[src/rtl/smc_counter_lite10.sv]
// Static memory controller timing counters: per-access CS leading-edge, wait-state
// and CS trailing-edge down-counters, loaded from one of two timing sets by chip select.
module smc_counter_lite10 (
  input  logic       sys_clk10,
  input  logic       n_sys_reset10,
  input  logic       valid_access10,
  input  logic       smc_done10,
  input  logic       le_enable10,
  input  logic       ws_enable10,
  input  logic       cste_enable10,
  input  logic       cs,
  input  logic [1:0] t_csle0_10,
  input  logic [1:0] t_csle1_10,
  input  logic [7:0] t_ws0_10,
  input  logic [7:0] t_ws1_10,
  input  logic [1:0] t_cste0_10,
  input  logic [1:0] t_cste1_10,
  input  logic [1:0] t_oete0_10,
  input  logic [1:0] t_oete1_10,
  output logic [1:0] r_csle_count10,
  output logic [7:0] r_ws_count10,
  output logic [1:0] r_cste_count10,
  output logic [1:0] r_csle_store10,
  output logic [1:0] r_oete_store10,
  output logic [7:0] r_ws_store10,
  output logic [1:0] r_cste_store10
);

  localparam int unsigned EDGE_W = 2;
  localparam int unsigned WS_W   = 8;

  logic [EDGE_W-1:0] sel_csle_c, sel_cste_c, sel_oete_c;
  logic [WS_W-1:0]   sel_ws_c;

  logic [EDGE_W-1:0] csle_cnt_q, csle_cnt_d;
  logic [WS_W-1:0]   ws_cnt_q,   ws_cnt_d;
  logic [EDGE_W-1:0] cste_cnt_q, cste_cnt_d;
  logic [EDGE_W-1:0] csle_st_q,  csle_st_d;
  logic [WS_W-1:0]   ws_st_q,    ws_st_d;
  logic [EDGE_W-1:0] cste_st_q,  cste_st_d;
  logic [EDGE_W-1:0] oete_st_q,  oete_st_d;

  // Timing set chosen by the chip select of the incoming access.
  always_comb begin
    sel_csle_c = cs ? t_csle1_10 : t_csle0_10;
    sel_ws_c   = cs ? t_ws1_10   : t_ws0_10;
    sel_cste_c = cs ? t_cste1_10 : t_cste0_10;
    sel_oete_c = cs ? t_oete1_10 : t_oete0_10;
  end

  // Stores capture the set only when an access is accepted.
  always_comb begin
    csle_st_d = csle_st_q;
    ws_st_d   = ws_st_q;
    cste_st_d = cste_st_q;
    oete_st_d = oete_st_q;
    if (valid_access10) begin
      csle_st_d = sel_csle_c;
      ws_st_d   = sel_ws_c;
      cste_st_d = sel_cste_c;
      oete_st_d = sel_oete_c;
    end
  end

  // Counter priority: new access load, sub-access reload, saturating decrement, hold.
  always_comb begin
    csle_cnt_d = csle_cnt_q;
    ws_cnt_d   = ws_cnt_q;
    cste_cnt_d = cste_cnt_q;
    if (valid_access10) begin
      csle_cnt_d = sel_csle_c;
      ws_cnt_d   = sel_ws_c;
      cste_cnt_d = sel_cste_c;
    end else if (smc_done10) begin
      csle_cnt_d = csle_st_q;
      ws_cnt_d   = ws_st_q;
      cste_cnt_d = cste_st_q;
    end else begin
      if (le_enable10 && (csle_cnt_q != '0)) csle_cnt_d = csle_cnt_q - EDGE_W'(1);
      if (ws_enable10 && (ws_cnt_q != '0))   ws_cnt_d   = ws_cnt_q - WS_W'(1);
      if (cste_enable10 && (cste_cnt_q != '0)) cste_cnt_d = cste_cnt_q - EDGE_W'(1);
    end
  end

  always_ff @(posedge sys_clk10 or negedge n_sys_reset10) begin
    if (!n_sys_reset10) begin
      csle_cnt_q <= '0;
      ws_cnt_q   <= '0;
      cste_cnt_q <= '0;
      csle_st_q  <= '0;
      ws_st_q    <= '0;
      cste_st_q  <= '0;
      oete_st_q  <= '0;
    end else begin
      csle_cnt_q <= csle_cnt_d;
      ws_cnt_q   <= ws_cnt_d;
      cste_cnt_q <= cste_cnt_d;
      csle_st_q  <= csle_st_d;
      ws_st_q    <= ws_st_d;
      cste_st_q  <= cste_st_d;
      oete_st_q  <= oete_st_d;
    end
  end

  assign r_csle_count10 = csle_cnt_q;
  assign r_ws_count10   = ws_cnt_q;
  assign r_cste_count10 = cste_cnt_q;
  assign r_csle_store10 = csle_st_q;
  assign r_ws_store10   = ws_st_q;
  assign r_cste_store10 = cste_st_q;
  assign r_oete_store10 = oete_st_q;

endmodule

[config.mk]
export PLATFORM = sky130hd
export DESIGN_NAME = smc_counter_lite10
export DESIGN_NICKNAME = d
export VERILOG_FILES = /design/src/rtl/smc_counter_lite10.sv
export SDC_FILE = /design/constraint.sdc
export NUM_CORES = 1
export LEC_CHECK = 0
export BUFFER_PORTS_ARGS = -buffer_cell sky130_fd_sc_hd__buf_4
export CAP_MARGIN = 20
export CORE_ASPECT_RATIO = 0.5
export CORE_UTILIZATION = 53
export CTS_BUF_LIST = sky130_fd_sc_hd__clkbuf_8
export DETAILED_ROUTE_END_ITERATION = 10
export PLACE_DENSITY = 0.93
export SYNTH_ARGS = -nofsm -noshare
export SYNTH_HDL_FRONTEND = slang
export SYNTH_SLANG_ARGS = --single-unit
[constraint.sdc]
create_clock -name sys_clk10 -period 2.65 [get_ports sys_clk10]
set_input_delay 0.265 -clock sys_clk10 [delete_from_list [all_inputs] [get_ports sys_clk10]]
set_output_delay 0.265 -clock sys_clk10 [all_outputs]
set_load 0.05 [all_outputs]
==> results of run 1 <==
[placed cells by master, fill, tap and decap left out, types with 3 or more instances in the layout]
cell      synthesis  final
o211ai_1          3      3
inv_1            11     11
nor2_1            8      8
clkbuf_8          0      3
nand3_1           3      3
buf_4             1     61
nand2_1          20     20
o21ai_0           8      8
o21a_1           10     10
a21oi_1           5      5
nand2b_1          4      4
mux2_2            6      6
mux2i_1          11     11
dfrtp_1          26     26
ha_1              4      4
[state kept, by name (all words and copies together), names as in the netlist]
name / flops
r_csle_count10: 2
r_csle_store10: 2
r_cste_count10: 2
r_cste_store10: 2
r_oete_store10: 2
r_ws_count10: 8
r_ws_store10: 8
[through the flow]
step	hold WS [ps]	cells	area, um2	power [W]	setup WS [ps]
after detailed placement	196	250	1980	0.000983	858
after CTS	299	254	2030	0.00121	838
final	294	254	2030	0.00121	816
after global routing	313	254	2030	0.00127	704
after floorplan	-30.6	161	1530	0.000816	547
after global placement	189	250	1980	0.000970	922
[per-layer routing]
| metal | vias to the layer above | wire length, um |
|---|---|---|
| met4 | 0 | 102 |
| met1 | 724 | 1750 |
| met2 | 54 | 2020 |
| met3 | 14 | 205 |
| li1 | 690 | - |
| met5 | - | 0 |
[worst min path at each step]
stage,startpoint,cells past startpoint,end,slack [ps]
2_1_floorplan,n_sys_reset10,0,r_csle_count10[0]$_DFFE_PN0P_,-30
3_3_place_gp,n_sys_reset10,1,r_ws_count10[6]$_DFFE_PN0P_,190
3_5_place_dp,n_sys_reset10,1,r_ws_count10[6]$_DFFE_PN0P_,200
4_1_cts,t_oete0_10[0],3,r_oete_store10[0]$_DFFE_PN0P_,300
5_1_grt,t_oete0_10[1],3,r_oete_store10[1]$_DFFE_PN0P_,310
6_report,t_oete0_10[0],3,r_oete_store10[0]$_DFFE_PN0P_,290
[area by class of cell]
type / count / share of cell area [%]
timing repair buffer: 62 / 23.0
inverter: 11 / 2.03
clock buffer: 3 / 2.03
multi-input combinational: 115 / 38.6
sequential: 26 / 32.0
tap: 37 / 2.28
[repair_timing]
action                    CTS  global route
resized for setup           0             0
hold endpoints to repair   26             0
hold buffers                1             0
[cells by family (layout without fill, tap and decap cells)]
logic type,count (synthesis),in the layout,share of synthesized area (%)
compound gates,46,46,21.3
xor+xnor,2,2,1.15
fa+ha+maj,4,4,3.28
buf+inv,20,76,5.91
flops,26,26,42.7
mux,17,17,11.6
simple gates,46,46,14.0
[worst register-to-register path, delay by kind of cell, from the launching register on]
family	cells	cell delay [ps]
AOI/OAI and AO/OA	3	840
buffers and inverters	1	100
adders and majority gates	1	200
and+or+nand+nor	1	140
DFF	1	430
[Yosys cell counts, types with 2 or more instances]
cell type / count
o21a_1: 10
nor2b_1: 2
a21oi_1: 5
xnor2_1: 2
o21ai_0: 8
o22ai_1: 2
inv_1: 11
o211ai_1: 3
nor3_1: 2
nand3_1: 3
a21o_1: 2
nand2b_1: 4
buf_2: 3
mux2i_1: 11
nand2_1: 20
nor2_1: 8
mux2_2: 6
a22oi_1: 2
ha_1: 4
dfrtp_1: 26
clkbuf_1: 4
o311ai_0: 2
[power by group through the flow]
stage	combinational, W	clock [W]	sequential [W]
detailed placement	0.000485	0	0.000499
global placement	0.000474	0	0.000496
CTS	0.000491	0.000231	0.000492
finish	0.000492	0.000230	0.000493
global route	0.000522	0.000244	0.000500
floorplan	0.000151	0	0.000666
==> metrics, run 1 <==
reg2reg setup slack 820 ps; drt pass-1 iters 4; Final ANT Viol Nets 0; vias in the first global route 1,349; post-synthesis sequential area ratio 42.7%; average vias per placed instance 5.83; Startpoint Class flip-flop; GR Util met3 5.45%; Largest stage delay, worst path 430 ps; syn avg cell area 9.47 um2; fin. max-slew vios 0; GRT overflow 0; clock skew 2.77 ps; Leak 0.982 nW; CP Depth 6; Global Route met2 Usage 51.1%; H-Tree Depth 1; FMAX 545 MHz; CTS root buffer clkbuf_8; multi-input logic area 785 um2; Clk pwr share 19.0%; setup_tns 0 ps; crit share post-route 69.2%; CP Buf/Inv Count 1; TritonCTS clock tree yes; post-layout minimum cycle time 1830 ps; Pwr Density 598 nW/um2; Worst EP required 2800 ps; layout cells sized above 1 33.2%; register bit total from synthesis 26; setup bufs post-CTS 0; Post-DP HPWL 2840 um; Total Wirelength 4080 um; met1 Use GR 33.2%; top post-synthesis cells by area dfrtp_1 43%, mux2i_1 7.2%, nand2_1 4.9%; post-synth cell types 43; global-route wire length before repair 6330 um; biggest area consumer among synthesized cells dfrtp_1; WL per Instance 16.1 um; Slew HR 44.7%; initial antenna violation count 0; routed vias 1,482; CP endpoint r_ws_count10[4]$_DFFE_PN0P_; ys flop type dfrtp_1; Global Route Usage Sum 27.7%; crit path max fanout 10; Reg area 651 um2; Worst EP arrival 1980 ps; row cnt 13; core box area 2670 um2; Syn Nets 201; Die Width 77.9 um; Crit. Startpoint r_ws_count10[1]$_DFFE_PN0P_; clock sink count 26; RR Endpoint r_ws_count10[4]$_DFFE_PN0P_; Int Pwr 0.000725 W; CTS Buffer Depth 2; Max Cap Violations 0; DRC 0; sequential power share 40.6%; critical path class flip-flop to flip-flop; Peak VDD IR 0.310 mV; RSZ-0062 raised after global routing false; Layout fillers 187; hold crit path type primary input to flip-flop; Post-synth ARST share 100%; CTS buffer count 3; clk_lat worst skew 280 ps; Mapped Area 1530 um2; worst-path cell chain inv_1 > ha_1 > nor2b_1 > a31o_1 > o311ai_0 > o31ai_1; Post-synth EDFFs 0; Initial Util 57.2%; diodes inserted 0; Critical Path Slowest Stage Cell dfrtp_1; area share of the largest cell type after synthesis 42.7%; R2R Path Start r_ws_count10[1]$_DFFE_PN0P_; GPL Wtd Cong 0.819; final hold violations 0; Final Util 76.2%; Finish-stage setup viols 0; status finished, final reports clean; Die ar. 3110 um2; largest net degree at the start of global routing 42; Least-Margin Pin Slew 827 ps; Yosys warnings 0; sw frac 40.3%; number of DRC markers in iteration 0 88; Synth Instances 161; sw power 0.000489 W; crit end category flip-flop; clk slew on worst S/H paths 90 ps; Net count, final 259; DIE HEIGHT 39.9 um; Synth-to-Final Area Change 33.2%; Reg2Reg Depth 6; io pins 62; Logic pwr share 40.5%; # port buffers 61; Crit path max-delay family compound AO/OA/AOI/OAI gates; Most Crowded Layer GR met2
Note: power is estimated with default switching activity, not from simulation.
==> run 2, diff against run 1 <==
--- a/config.mk
+++ b/config.mk
@@ -8,10 +8,10 @@
 export BUFFER_PORTS_ARGS = -buffer_cell sky130_fd_sc_hd__buf_4
 export CAP_MARGIN = 20
 export CORE_ASPECT_RATIO = 0.5
-export CORE_UTILIZATION = 53
+export CORE_UTILIZATION = 45
 export CTS_BUF_LIST = sky130_fd_sc_hd__clkbuf_8
 export DETAILED_ROUTE_END_ITERATION = 10
-export PLACE_DENSITY = 0.93
+export PLACE_DENSITY = 0.84
 export SYNTH_ARGS = -nofsm -noshare
 export SYNTH_HDL_FRONTEND = slang
 export SYNTH_SLANG_ARGS = --single-unit
==> constraint.sdc (replaced) <==
create_clock -name sys_clk10 -period 1.64 [get_ports sys_clk10]
set_input_delay 0.164 -clock sys_clk10 [delete_from_list [all_inputs] [get_ports sys_clk10]]
set_output_delay 0.164 -clock sys_clk10 [all_outputs]
set_load 0.05 [all_outputs]
==> run 2 against run 1 <==
Sequential cell count is the same; global-route usage fell by 2.6 points; total power grew 72%; highest routed layer unchanged.
==> metrics, run 2 (synthesis gave the netlist of run 1 again) <==
clock skew 1.96 ps (-0.809 ps); RSZ-0062 raised after global routing true; GR Util met3 5.25% (-0.20 points); met1 Use GR 30.1% (-3.1 points); GRT overflow 0 (unchanged); Worst EP required 1810 ps (-990 ps); WL per Instance 15.7 um (-1.9%); CTS buffer count 3 (unchanged); hold crit path type primary input to flip-flop; core box area 3120 um2 (+17%); Initial Util 48.9% (-8.3 points); Global Route Usage Sum 25.2% (-2.6 points); most common cell after layout, fill and taps aside buf_4; Die ar. 3640 um2 (+17%); global-route wire length before repair 6920 um (+9.3%); routed vias 1,511 (+2.0%); GPL Wtd Cong 0.858 (+4.8%); most frequent cells in the layout 72 x buf_4, 20 x nand2_1, 20 x dfrtp_1; Die Width 84.3 um (+8.3%); placed cells 264 (+5.6%); CTS Buffer Depth 2 (unchanged); critical path class flip-flop to flip-flop; setup bufs post-CTS 0 (unchanged); Max Cap Violations 0 (unchanged); row cnt 14 (+1); Finish-stage setup viols 0 (unchanged); Setup WS pre-CTS -12.0 ps (-870 ps); DRC 0 (unchanged); Total Wirelength 4240 um (+3.8%); Least-Margin Pin Slew 406 ps (-421 ps); io pins 62 (unchanged); Leak 1.05 nW (+6.8%); Global Route met2 Usage 46.2% (-4.9 points); Startpoint Class flip-flop; status finished, final reports clean; crit path setup slack, layout 12.5 ps (-803 ps); layout cells sized above 1 42.8% (+9.6 points); drt pass-1 iters 7 (+3); crit end category flip-flop; number of DRC markers in iteration 0 141 (+60%); TritonCTS clock tree yes; Most Crowded Layer GR met2; Finished Layout Cells 269 (+5.9%); clock sink count 26 (unchanged); average vias per placed instance 5.62 (-3.7%); diodes inserted 0 (unchanged); clk_lat worst skew 270 ps (about the same); post-layout minimum cycle time 1630 ps (-207 ps); Net count, final 270 (+4.2%); H-Tree Depth 1 (unchanged); fin. max-slew vios 0 (unchanged); # port buffers 61 (unchanged); FMAX 614 MHz (+13%); largest net degree at the start of global routing 27 (-36%); final hold violations 0 (unchanged); Pwr Density 956 nW/um2 (+60%); Slew HR 72.7% (+28 points); Peak VDD IR 0.469 mV (+51%); vias in the first global route 1,522 (+13%); Final ANT Viol Nets 0 (unchanged); crit path max fanout 4 (-6); Final Util 70.2% (-5.9 points); Post-DP HPWL 3160 um (+11%); crit share post-route 99.2% (+30 points); CTS root buffer clkbuf_8; DIE HEIGHT 43.2 um (+8.1%); clk slew on worst S/H paths 90 ps (about the same); Synth-to-Final Area Change 43.6%; Worst EP arrival 1790 ps (-190 ps); initial antenna violation count 0 (unchanged)
run 2: cell type report:
class / instances / area, um2
inverter: 11 / 46.3
fill: 235 / 928
timing repair buffer: 73 / 551
clock buffer: 4 / 55.1
sequential: 26 / 658
tap: 40 / 50.0
multi-input combinational: 115 / 830
run 2: path summary, 6_finish.rpt:
| kind | start | end | slack, ps | cells past startpoint |
|---|---|---|---|---|
| worst max-delay path | r_ws_count10[0]$_DFFE_PN0P_ | r_ws_count10[6]$_DFFE_PN0P_ | 10 | 6 |
| worst min-delay path | t_oete0_10[1] | r_oete_store10[1]$_DFFE_PN0P_ | 190 | 3 |
| min in group asynchronous | n_sys_reset10 | r_cste_count10[1]$_DFFE_PN0P_ | 330 | 2 |
| worst min register to register | r_cste_store10[1]$_DFFE_PN0P_ | r_cste_store10[1]$_DFFE_PN0P_ | 520 | 1 |
| max in group asynchronous | n_sys_reset10 | r_ws_count10[0]$_DFFE_PN0P_ | 1040 | 2 |
| worst max register to register | r_ws_count10[0]$_DFFE_PN0P_ | r_ws_count10[6]$_DFFE_PN0P_ | 10 | 6 |
run 2: critical path: stages, from the launching register on:
cell and delay, ps:
dfrtp_2 430, inv_4 90, ha_4 150, nand2b_4 50
or3_4 330, o311a_1 330, a21o_1 150
run 2: metal layers:
layer / vias to the layer above / share of wire, %
met4: 0 / 2.9
met5: - / 0
met2: 59 / 51
met3: 14 / 4.7
li1: 717 / -
met1: 721 / 41
run 2: repair_timing:
item | in CTS | in global routing
setup endpoints to repair | 1 | 6
hold buffers | 1 | 0
resized for setup | 3 | 4
endpoints found under the hold margin | 26 | 0
run 2: report_power, final:
part / total (W) / switching (W) / internal [W]
logic: 0.000888 / 0.000541 / 0.000347
registers: 0.000796 / 0.0000728 / 0.000724
clock network: 0.000409 / 0.000194 / 0.000214
run 2: metrics by stage:
step	total power [W]	hold slack, ps	setup TNS (ps)	instance area (um2)
floorplan	0.00134	-132	-283	1550
global placement	0.00164	88.8	0	2090
detailed placement	0.00167	89.2	-12.0	2090
CTS	0.00209	197	0	2170
global route	0.00220	212	-34.9	2190
finish	0.00209	191	0	2190
